$ cat src/rtl/muldiv_seq.sv
// Sequential 32-cycle unsigned multiplier/divider (MUL, MULHU, DIVU, REMU).
// Stalls the core while busy and pulses ready with the result in OUT.
module muldiv_seq #(
  parameter int WIDTH = 32
) (
  input  logic             clk,
  input  logic             rst,
  input  logic             valid,
  input  logic [1:0]       mode,
  input  logic [WIDTH-1:0] in_A,
  input  logic [WIDTH-1:0] in_B,
  output logic             stall,
  output logic             ready,
  output logic [WIDTH-1:0] out
);

  typedef enum logic [1:0] {
    IDLE,
    MUL,
    DIV,
    OUT
  } state_t;

  state_t state, state_nxt;

  logic [4:0]       cnt;
  logic [1:0]       op;
  logic [WIDTH-1:0] a_q, b_q;
  logic [WIDTH-1:0] hi, lo;
  logic [WIDTH-1:0] hi_nxt, lo_nxt;
  logic [WIDTH:0]   sum, rem_sh;
  logic             take;

  always_ff @(posedge clk) begin
    if (rst) state <= IDLE;
    else     state <= state_nxt;
  end

  always_comb begin
    state_nxt = state;
    stall     = 1'b0;
    ready     = 1'b0;
    unique case (state)
      IDLE: begin
        stall = valid;
        if (valid) state_nxt = mode[1] ? DIV : MUL;
      end
      MUL, DIV: begin
        stall = 1'b1;
        if (cnt == 5'd31) state_nxt = OUT;
      end
      OUT: begin
        ready     = 1'b1;
        state_nxt = IDLE;
      end
      default: state_nxt = IDLE;
    endcase
  end

  // One shift-add (MUL) or restoring shift-subtract (DIV) step.
  always_comb begin
    hi_nxt = hi;
    lo_nxt = lo;
    sum    = '0;
    rem_sh = '0;
    take   = 1'b0;
    if (state == MUL) begin
      sum    = {1'b0, hi} + (lo[0] ? {1'b0, a_q} : '0);
      hi_nxt = sum[WIDTH:1];
      lo_nxt = {sum[0], lo[WIDTH-1:1]};
    end else if (state == DIV) begin
      rem_sh = {hi, lo[WIDTH-1]};
      take   = rem_sh >= {1'b0, b_q};
      // The true difference is below 2^WIDTH, so the low word is exact.
      hi_nxt = take ? rem_sh[WIDTH-1:0] - b_q
                    : rem_sh[WIDTH-1:0];
      lo_nxt = {lo[WIDTH-2:0], take};
    end
  end

  always_ff @(posedge clk) begin
    if (rst) begin
      cnt <= '0;
      op  <= '0;
      a_q <= '0;
      b_q <= '0;
      hi  <= '0;
      lo  <= '0;
      out <= '0;
    end else begin
      unique case (state)
        IDLE: begin
          if (valid) begin
            cnt <= '0;
            op  <= mode;
            a_q <= in_A;
            b_q <= in_B;
            hi  <= '0;
            lo  <= mode[1] ? in_A : in_B;
          end
        end
        MUL, DIV: begin
          hi  <= hi_nxt;
          lo  <= lo_nxt;
          cnt <= cnt + 5'd1;
          if (cnt == 5'd31)
            out <= op[0] ? hi_nxt : lo_nxt;
        end
        default: ;
      endcase
    end
  end

endmodule
$ cat config.mk
export PLATFORM = sky130hd
export DESIGN_NAME = muldiv_seq
export DESIGN_NICKNAME = d
export VERILOG_FILES = /design/src/rtl/muldiv_seq.sv
export SDC_FILE = /design/constraint.sdc
export NUM_CORES = 1
export LEC_CHECK = 0
export BUFFER_PORTS_ARGS = -buffer_cell sky130_fd_sc_hd__buf_2
export CORE_MARGIN = 2
export CORE_UTILIZATION = 25
export CTS_BUF_LIST = sky130_fd_sc_hd__clkbuf_2
export DETAILED_ROUTE_END_ITERATION = 10
export PLACE_DENSITY = 0.4
export SLEW_MARGIN = 25
export SYNTH_ARGS = -nofsm -noshare
export SYNTH_HDL_FRONTEND = slang
export SYNTH_SLANG_ARGS = --single-unit
$ cat constraint.sdc
create_clock -name clk -period 4.5 [get_ports clk]
set_input_delay 0.225 -clock clk [delete_from_list [all_inputs] [get_ports clk]]
set_output_delay 0.225 -clock clk [all_outputs]
set_load 0.1 [all_outputs]
==> flow_summary.ini <==
[floorplan]
fp.dieH_um = 223
core_sq_um = 47400
die_x_um = 223
dieArea_sq_um = 49500
ios = 103
initial_core_util_pct = 25.2
rows = 80

[synthesis]
yosysSeqAreaShare_pct = 28.2
synth-edff-count = 0
avgSynthCellArea_sq_um = 7.35
yosys_warnings = 0
synth_cell_type_count = 73
syn-num-nets = 1766
async_reset_ff_share_pct = 0
ys.flop_type = dfxtp_1
ys_seq_elements = 168
postSynthCellCount = 1625
syn-cell-area_sq_um = 11900

[global_route]
antenna_found_initial = 1
grt_max_degree = 74
gr-usage-all-layers_pct = 20.5
grt_pass1_vias = 12300
grt_pass1_wl_um = 77300
grt_overflow = 0

[worst_hold_path]
hold_end = a_q[18]
hold_start = in_A[18]
hold_class = primary input to flop
whs_path_depth = 4

[clock_tree]
cts_buffer_depth = 2
ctsResizeCount = 0
cts_tree = done
clkLatencyLatePin_ns = 0.87
ctsHtreeMaxLevel = 4
cts_made_buffers = 17
cts_sinks = 168
path_clk_slew_ns = 0.29
clock-root-buffer = clkbuf_2

[worst_setup_path]
cp-start-kind = flop
rr_startpoint = lo[0]
cp_max_fo = 16
regToRegSetupSlack_ns = 0.38
r2r_cells = 13
r2r_end = hi[18]
worst-setup-path-type = flop to flop
cp-end-kind = flop
arrival_ns = 4.85
critPathRequiredTime_ns = 5.23

[placement]
place.gp.congestion = 0.888
dp_cells = 2259
place_hpwl_um = 37800
place_ws_ns = 0.576
port_buffers = 102

[timing]
layout_min_cycle_time_ns = 4.12
setup_viol = 0
slew_viol_final = 0
finalHoldViolCount = 0
setup_tns_ns = 0
rsz0062_at_grt = false
slew-limit-headroom_pct = 32.9
fin_ws_ns = 0.379
clock_skew_ns = 0.0707
worstMarginPinSlew_ns = 1.00
clock.fmax_mhz = 243
finalHoldWorstSlack_ns = 0.136
period_share_pct = 91.6

[cells_and_area]
area_delta_synth_final_pct = 22.0
finalNonFillerCells = 2422
most-common-layout-cells = a21oi_1 (218), nand2_1 (217), dfxtp_1 (167)
drive_gt1_share_pct = 10.7
fillCellCount = 5247
num-nets-final = 1934
final_common_cell = a21oi_1

[routing]
first_iter_violations = 888
final_antenna_net_count = 0
wl_um = 51500
wl_per_cell_um = 21.3
drc = 0
routed_via_density = 5.23
first_pass_iters = 5
vias = 12700

[status]
status = completed

[pwr]
peakVddDrop_v = 0.000323
power_mw = 7.61
p_leak_nw = 5.90
p_per_area_nw_per_um2 = 522

[job]
cap_violations = 0
-- area by class of cell --
cell class / count / area [sq um] / share of cell area [%]
timing repair buffer: 263 / 2060 / 14.1
inverter: 66 / 248 / 1.70
clock buffer: 18 / 90.1 / 0.618
multi-input combinational: 1277 / 7920 / 54.3
sequential: 168 / 3360 / 23.1
clock inverter: 14 / 126 / 0.867
tap: 615 / 769 / 5.28
antenna: 1 / 2.50 / 0.0172
-- critical path, cell delays in order, from the launching register on --
cell	delay (ns)
dfxtp_1	0.51
buf_4	0.26
nand2_1	0.12
inv_1	0.07
ha_1	0.25
a211oi_2	0.25
o21bai_1	0.18
a2111oi_0	0.73
o31ai_1	0.26
a221oi_1	0.53
o21ai_0	0.20
xor2_1	0.17
a21oi_1	0.35
o21ai_0	0.13
-- metal layers --
layer  routed length, um  GRT usage [%]  vias to the layer above
met1               25400           29.5                     6123
li1                    -              -                     6157
met5                   0              0                        -
met3                2360           2.67                       56
met4                1040           5.41                        0
met2               22600           31.9                      330
-- synth_stat cells, drive strengths merged, types with 3 or more instances --
master	instances	area, sq um
o22ai	17	106
a41oi	3	26.3
inv	64	240
a2111oi	5	53.8
nand4	12	75.1
a21o	36	278
a32oi	3	26.3
a21oi	219	1110
a31oi	21	131
o21bai	9	71.3
a22o	15	131
nor4	3	18.8
nand3	16	80.1
or2	3	18.8
dfxtp	168	3360
xor2	22	193
nand2	219	825
o21a	3	23.8
a32o	5	50.1
nand2b	6	37.5
a211oi	98	756
ha	70	876
o21ai	106	531
nor2b	34	213
nor2	139	522
and3	10	62.6
clkbuf	92	347
buf	22	118
or3	4	30.0
mux2i	42	420
o31ai	9	67.6
and2	38	238
a311oi	5	43.8
xnor2	33	289
nor3	24	125
a31o	4	35.0
o211ai	15	113
o221ai	5	43.8
-- worst max-delay path by stage --
stage / from / to / slack [ns]
6_report: lo[0] / hi[18] / 0.38
5_1_grt: lo[0] / hi[18] / 0.14
4_1_cts: b_q[3] / out[20] / 0.50
3_5_place_dp: hi[3] / out[20] / 0.58
3_3_place_gp: lo[0] / hi[18] / 0.58
2_1_floorplan: lo[0] / out[27] / 1.24
-- sequential cells by signal, indices dropped and copies added (netlist names) --
register / flops
lo: 32
hi: 32
out: 32
b_q: 32
op: 1
cnt: 5
state: 2
a_q: 32
-- stage by stage --
| step | util (%) | instance area [sq um] |
|---|---|---|
| 6_report | 30.7 | 14600 |
| 5_1_grt | 30.7 | 14600 |
| 4_1_cts | 30.7 | 14600 |
| 3_5_place_dp | 27.5 | 13100 |
| 3_3_place_gp | 27.5 | 13100 |
| 2_1_floorplan | - | 11900 |
-- timing repair --
item                                   4_1_cts  5_1_grt
setup buffers                                0        0
hold buffers                               130        0
endpoints found under the hold margin      105        0
-- power by group --
part           leakage, nW  total (mW)  internal [mW]  switching (mW)
clock                0.131       0.858          0.207           0.651
sequential            1.37        2.06           1.77           0.290
combinational         4.40        4.69           1.63            3.06
-- cells by family after synthesis --
| family | after synthesis | share of synthesized area, % |
|---|---|---|
| muxes | 43 | 3.61 |
| buffers and inverters | 180 | 5.96 |
| xor gates and xnor gates | 55 | 4.03 |
| AOI/OAI and AO/OA | 595 | 31.5 |
| adders and majority gates | 72 | 7.67 |
| DFF | 168 | 28.2 |
| and+or+nand+nor | 512 | 19.0 |
No activity file was read; power rests on OpenSTA's default activity.
